`src/rtl/lv1_issue.sv`:
```
// Level-1 trigger issue stage: accepts or vetoes early_lv1 requests, delays each accepted
// request by lv1_delay, emits a numbered one-cycle lv1_out, then holds off for deadtime.
// Optional cycle timestamp of each accept is built when LV1_ISSUE_TSTAMP_EN is defined.
module lv1_issue #(
  parameter int DLY_W  = 8,
  parameter int DEAD_W = 8,
  parameter int CNT_W  = 32
) (
  input  logic              clk,
  input  logic              rst,
  input  logic              early_lv1,
  input  logic              ena_lv1,
  input  logic              daq_busy,
  input  logic [DLY_W-1:0]  lv1_delay,
  input  logic [DEAD_W-1:0] deadtime,
  output logic              lv1_out,
  output logic [CNT_W-1:0]  trig_num,
  output logic              busy_out,
  output logic [CNT_W-1:0]  n_accept,
  output logic [CNT_W-1:0]  n_veto,
  output logic [CNT_W-1:0]  lv1_tstamp
);

  typedef enum logic [1:0] {IDLE, DELAY, ISSUE, DEAD} state_t;

  localparam logic [CNT_W-1:0]  CNT_ONE  = {{(CNT_W-1){1'b0}}, 1'b1};
  localparam logic [CNT_W-1:0]  CNT_MAX  = {CNT_W{1'b1}};
  localparam logic [DLY_W-1:0]  DLY_ONE  = {{(DLY_W-1){1'b0}}, 1'b1};
  localparam logic [DEAD_W-1:0] DEAD_ONE = {{(DEAD_W-1){1'b0}}, 1'b1};

  state_t            state;
  logic [DLY_W-1:0]  dly_cnt;
  logic [DEAD_W-1:0] dead_cnt;
  logic              accept;

  // Once accepted, a trigger is committed; gate and busy are only looked at in IDLE.
  assign accept = (state == IDLE) && early_lv1 && ena_lv1 && !daq_busy;

  always_ff @(posedge clk) begin
    if (!rst) begin
      state    <= IDLE;
      dly_cnt  <= '0;
      dead_cnt <= '0;
      lv1_out  <= 1'b0;
      busy_out <= 1'b0;
      trig_num <= '0;
      n_accept <= '0;
      n_veto   <= '0;
    end else begin
      lv1_out <= 1'b0;

      if (accept) begin
        if (n_accept != CNT_MAX) n_accept <= n_accept + CNT_ONE;
      end else if (early_lv1) begin
        if (n_veto != CNT_MAX) n_veto <= n_veto + CNT_ONE;
      end

      case (state)
        IDLE: begin
          if (accept) begin
            dly_cnt  <= lv1_delay;
            busy_out <= 1'b1;
            if (lv1_delay == '0) begin
              state    <= ISSUE;
              lv1_out  <= 1'b1;
              trig_num <= trig_num + CNT_ONE;
            end else begin
              state <= DELAY;
            end
          end
        end
        DELAY: begin
          dly_cnt <= dly_cnt - DLY_ONE;
          if (dly_cnt == DLY_ONE) begin
            state    <= ISSUE;
            lv1_out  <= 1'b1;
            trig_num <= trig_num + CNT_ONE;
          end
        end
        ISSUE: begin
          dead_cnt <= deadtime;
          if (deadtime == '0) begin
            state    <= IDLE;
            busy_out <= 1'b0;
          end else begin
            state <= DEAD;
          end
        end
        DEAD: begin
          dead_cnt <= dead_cnt - DEAD_ONE;
          if (dead_cnt == DEAD_ONE) begin
            state    <= IDLE;
            busy_out <= 1'b0;
          end
        end
        default: begin
          state    <= IDLE;
          busy_out <= 1'b0;
        end
      endcase
    end
  end

`ifdef LV1_ISSUE_TSTAMP_EN
  logic [CNT_W-1:0] ts_cnt;

  always_ff @(posedge clk) begin
    if (!rst) begin
      ts_cnt     <= '0;
      lv1_tstamp <= '0;
    end else begin
      ts_cnt <= ts_cnt + CNT_ONE;
      if (accept) lv1_tstamp <= ts_cnt;
    end
  end
`else
  assign lv1_tstamp = '0;
`endif

endmodule

```
`config.mk`:
```
export PLATFORM = sky130hd
export DESIGN_NAME = lv1_issue
export DESIGN_NICKNAME = d
export VERILOG_FILES = /design/src/rtl/lv1_issue.sv
export SDC_FILE = /design/constraint.sdc
export NUM_CORES = 1
export LEC_CHECK = 0
export CORE_MARGIN = 4
export CORE_UTILIZATION = 46
export DETAILED_ROUTE_END_ITERATION = 7
export GPL_ROUTABILITY_DRIVEN = 0
export GPL_TIMING_DRIVEN = 0
export PLACE_DENSITY = 0.78
export SETUP_SLACK_MARGIN = 0.4
export SYNTH_ARGS = -nofsm -noshare
export SYNTH_HDL_FRONTEND = slang
export SYNTH_SLANG_ARGS = --single-unit
```
`constraint.sdc`:
```
create_clock -name clk -period 2.4 [get_ports clk]
set_clock_uncertainty 0.2 [all_clocks]
set_input_delay 0.24 -clock clk [delete_from_list [all_inputs] [get_ports clk]]
set_output_delay 0.24 -clock clk [all_outputs]
set_load 0.05 [all_outputs]
```
; Word-level counts from Yosys, hierarchy flattened
; Cells that the tools add are included.
[word_totals]
regBits = 116
inputBits = 21
out_inout_bits = 130
wordCells = 63
[op_classes]
n_bitwise = 1
reduce_logical = 16
eq_ne = 12
n_addsub = 5
mux = 21
[op_table]
columns = cell, count
row1 = "32-bit by 1-bit adder with 32-bit output, second input constant", 3
row2 = 32-bit two-way mux, 3
row3 = "32-bit inequality test, second input constant", 2
row4 = 32-bit one-hot mux with 2 select lines, 1
row5 = 8-bit one-hot mux with 2 select lines, 2
row6 = "8-bit by 1-bit == test with 1-bit output, second input constant", 2
row7 = 8-bit logical NOT, 2
row8 = "8-bit by 1-bit subtractor with 8-bit output, second input constant", 2
row9 = 2-bit two-way mux, 5
row10 = 8-bit two-way mux, 1
row11 = "2-bit inequality test, second input constant", 4
row12 = 2-bit one-hot mux with 4 select lines, 1
row13 = 4-bit AND reduction, 2
row14 = 1-bit two-way mux, 6
row15 = 3-bit AND reduction, 2
row16 = "2-bit == test, second input constant", 2
row17 = 2-bit AND reduction, 2
row18 = 2-bit nonzero test, 2
row19 = 1-bit logical AND, 3
row20 = 1-bit one-hot mux with 3 select lines, 1
row21 = 3-bit nonzero test, 1
row22 = "2-bit by 1-bit == test with 1-bit output, second input constant", 1
row23 = 2-bit logical NOT, 1
row24 = "2-bit by 1-bit inequality test with 1-bit output, second input constant", 1
row25 = 3 further kinds, 3

; Depth between registers and ports, before layout
[depth]
depth_word = 6
ltp_mapped = 8
mapped_depth_nobuf = 7

; Worst setup path after synthesis
; OpenSTA, ideal clock, no wires.
[synth_timing]
path_type = reg-to-reg
startpoint = reg n_veto[0]
endpoint = reg n_veto[0]
n_path_buf = 2
synth_period_minus_slack_ns = 2.832
path_slack_ns = -0.432
arrival_ns = 2.504
setup_ns = 0.128
stages_incl_launch_ff = 9
t_required_ns = 2.072
cell_sequence = dfxtp_1 -> ha_1 -> nand3_1 -> or3_4 -> o41ai_4 -> buf_4 -> buf_6 -> xor2_1 -> nor2_1
[synth_between]
elab_chain_len = 2
elab_cells_between_ends = 3
cone_classes = 1 x add/sub / 1 x eq/ne / 1 x reduce/logical
[synth_rtl]
columns = element, line
row1 = "start, declared", 20  ; output logic [CNT_W-1:0] n_veto,
row2 = "start signal, assigned", 55  ; if (n_veto != CNT_MAX) n_veto <= n_veto + CNT_ONE;
row3 = "parallel branches: the longest is 2 deep, another holds 32-bit by 1-bit adder with 32-bit output", --
; Several ways; the timed one is not identified.
; A chain may end at the register's enable or synchronous reset.

; Final worst setup path
[layout_timing]
startpoint = reg n_accept[19]
endpoint = reg n_accept[7]
[layout_between]
elab_chain_len = 2
[layout_rtl]
columns = element, line
row1 = "start, declared", 19  ; output logic [CNT_W-1:0] n_accept,
row2 = "start signal, assigned", 53  ; if (n_accept != CNT_MAX) n_accept <= n_accept + CNT_ONE;
row3 = 32-bit inequality test, 53
row4 = 2-bit AND reduction (no line), --
; Every way passes these cells.

==> results.sh <==
export IMPL_combPwrFrac=0.121
export IMPL_cts_sinks=116
export IMPL_p_seq_frac=0.391
export IMPL_period_minus_slack_ns=2.265
export IMPL_whs_ns=0.04353
export IMPL_min_path_type="in2reg"
export IMPL_synth_top_area_frac=0.3619
export IMPL_yosys_area_share_simple=0.2896
export IMPL_cp_required_ns=2.47
export IMPL_fin_crit_sh=0.9437
export IMPL_syn_area_per_cell_um2=8.311
export IMPL_maxCapViolations=0
export IMPL_vias=7307
export IMPL_initial_core_util=0.4769
export IMPL_grt_overflow=0
export IMPL_synth_xor_xnor_area_share=0.02730
export IMPL_synthFlopType="dfxtp_1"
export IMPL_dp_cells=1096
export IMPL_core_area_um2=13450
export IMPL_port_buffers=117
export IMPL_synth_mux_area_frac=0.02028
export IMPL_area_growth_pct=64.61
export IMPL_status="finished, final reports clean"
export IMPL_yosysUniqueCellTypes=68
export IMPL_syn_area_um2=6416
export IMPL_antenna_found_initial=1
export IMPL_cts_buffers=17
export IMPL_drt_initial_drc_count=620
export IMPL_die_width_um=126.1
export IMPL_yosys_warnings=0
export IMPL_finalSetupTns_ns=0
export IMPL_switching_share=0.2563
export IMPL_cts_hold_buf=0
export IMPL_crit_path_end_kind="flip-flop"
export IMPL_timing_fmax_mhz=441.5
export IMPL_cp_start_kind="flip-flop"
export IMPL_p_clk_frac=0.488
export IMPL_final_max_slew_viol_count=0
export IMPL_dp_hpwl_mm=13.08
export IMPL_finalNonFillerCells=1220
export IMPL_relSlewSlack=0.4715
export IMPL_ys_seq_area_frac=0.3619
export IMPL_first_pass_iters=5
export IMPL_hold_violations=0
export IMPL_setup_viol=0
export IMPL_layout_drive_gt1_share=0.3985
export IMPL_dieArea_um2=15900
export IMPL_dpl_worst_slack_ns=-0.4452
export IMPL_finish_net_count=1059
export IMPL_cts_root_buf="clkbuf_16"
export IMPL_syn_inst=772
export IMPL_rsz0062_at_grt="true"
export IMPL_yosys_area_share_adder=0.01365
export IMPL_crit_fanout=5
export IMPL_p_switching_uw=1271
export IMPL_diodes=0
export IMPL_powerDensity_nw_per_um2=469.3
export IMPL_cts_tree="done"
export IMPL_synth_compound_area_frac=0.2118
export IMPL_grt_max_degree=17
export IMPL_worst_slack_ns=0.1352
export IMPL_synthTopCellsByArea="dfxtp_1 36%, a21oi_1 6.0%, buf_4 4.0%, nand2_1 3.9%, nand3_1 3.3%"
export IMPL_yosys_area_top_type="dfxtp_1"
export IMPL_grt_pass1_wl_mm=33.64
export IMPL_cp_arrival_ns=2.34
export IMPL_drt_wirelength_per_cell_um=19.06
export IMPL_gr_usage_all_layers=0.2551
export IMPL_ys_async_sr_fraction=0
export IMPL_num_fill_cells=883
export IMPL_htreeDepth=4
export IMPL_worstMarginPinSlew_ns=0.7927
export IMPL_cts_max_path_buffers=2
export IMPL_ios=151
export IMPL_insertion_delay_ns=0.42
export IMPL_leakage_uw=0.004256
export IMPL_critical_path_class="reg2reg"
export IMPL_rows=42
export IMPL_routed_wl_mm=23.25
export IMPL_synth_edf_count=0
export IMPL_intPower_uw=3686
export IMPL_worst_ir_drop_vdd_uv=491.4
export IMPL_drc_errors=0
export IMPL_ys_ff_latch=116
export IMPL_stdcell_area_um2=10560
export IMPL_dieHeight_um=126.1
export IMPL_antenna_left=0
export IMPL_yosys_top_cells_count="116 x dfxtp_1, 77 x a21oi_1, 66 x nand2_1"
export IMPL_avgViaCountPerCell=5.989
export IMPL_place_area_um2=8366
export IMPL_first_global_vias=6670
export IMPL_yosysMostFrequentCell="dfxtp_1"
export IMPL_clk_pin_slew_worst_paths_ns=0.05
export IMPL_synth_top_family_by_area="simple AND/OR/NAND/NOR gates"
## power by group through the flow
stage | registers, uW | clock network, uW | logic [uW]
2_1_floorplan | 2000 | 0 | 332
3_3_place_gp | 1990 | 0 | 461
3_5_place_dp | 1990 | 0 | 465
4_1_cts | 1940 | 2420 | 538
5_1_grt | 1940 | 2520 | 634
6_report | 1940 | 2420 | 601
## worst max-delay path, cell delays in order, from the launching register on
cell     delay (ns)
dfxtp_4        0.36
nand4_1        0.22
or3_4          0.48
nor4_4         0.36
buf_6          0.19
buf_6          0.12
or3_1          0.12
a21oi_1        0.06
## placed cells by master, fill, tap and decap left out, types with 16 or more instances in the layout
| cell | n |
|---|---|
| dfxtp_4 | 40 |
| a21oi_2 | 24 |
| clkbuf_1 | 21 |
| clkbuf_16 | 20 |
| buf_6 | 32 |
| dfxtp_1 | 35 |
| a21oi_1 | 49 |
| conb_1 | 32 |
| nand2_1 | 60 |
| dfxtp_2 | 41 |
| or3_1 | 20 |
| nand4_1 | 27 |
| nand3_1 | 30 |
| xnor2_1 | 18 |
| nor2_1 | 36 |
| buf_4 | 96 |
| inv_1 | 17 |
| dlygate4sd2_1 | 99 |
| o21ai_0 | 16 |
## repair_timing
item	4_1_cts	5_1_grt
gates cloned	7	0
setup buffers	57	28
gates resized for setup	188	153
endpoints found under the setup margin	200	103
pin swaps	83	88
## layer usage
layer	share of wire	track usage	routed length, um
met1	0.40	0.3272	9383
met5	0.00056	0	13
met2	0.49	0.4166	11490
met4	0.029	0.1022	666
met3	0.073	0.05715	1692
## per-stage QoR
stage	util	power [uW]
after floorplan	-	2334
after global placement	0.6218	2448
after detailed placement	0.6218	2453
after CTS	0.7246	4899
after global routing	0.7851	5087
final	0.7851	4957
## logic make-up (layout without fill, tap and decap cells)
| logic type | count (synthesis) | after routing |
|---|---|---|
| AO/OA/AOI/OAI | 205 | 205 |
| XOR/XNOR | 20 | 20 |
| adder cells (fa/ha/maj) | 7 | 7 |
| buffers and inverters | 88 | 329 |
| flip-flops | 116 | 116 |
| multiplexers | 13 | 13 |
| other | 1 | 32 |
| AND/OR/NAND/NOR | 322 | 322 |
## registers in the layout, summed over array words and instances (netlist names)
| name | count |
|---|---|
| trig_num | 32 |
| n_veto | 32 |
| busy_out | 1 |
| dead_cnt | 8 |
| n_accept | 32 |
| state | 2 |
| dly_cnt | 8 |
| lv1_out | 1 |
## cell type report
| class | count | area [um2] | area share |
|---|---|---|---|
| well taps | 176 | 220.2 | 0.02085 |
| clock buffers | 30 | 556.8 | 0.05272 |
| clock inverters | 2 | 10.01 | 0.0009478 |
| plain buffers | 70 | 543.0 | 0.05142 |
| inverters | 18 | 67.56 | 0.006397 |
| repair buffers | 209 | 1917 | 0.1815 |
| flip-flops and latches | 116 | 2524 | 0.2390 |
| multi-input cells | 599 | 4723 | 0.4472 |
## worst paths after layout
kind / start / end / slack [ns] / cells past startpoint
setup reg to reg: n_accept[19] / n_accept[7] / 0.14 / 7
setup / recovery: n_accept[19] / n_accept[7] / 0.14 / 7
hold reg to reg: n_accept[8] / n_accept[8] / 0.28 / 2
hold / removal: lv1_delay[2] / dly_cnt[2] / 0.04 / 3
Power figures use the tool's default switching activity.
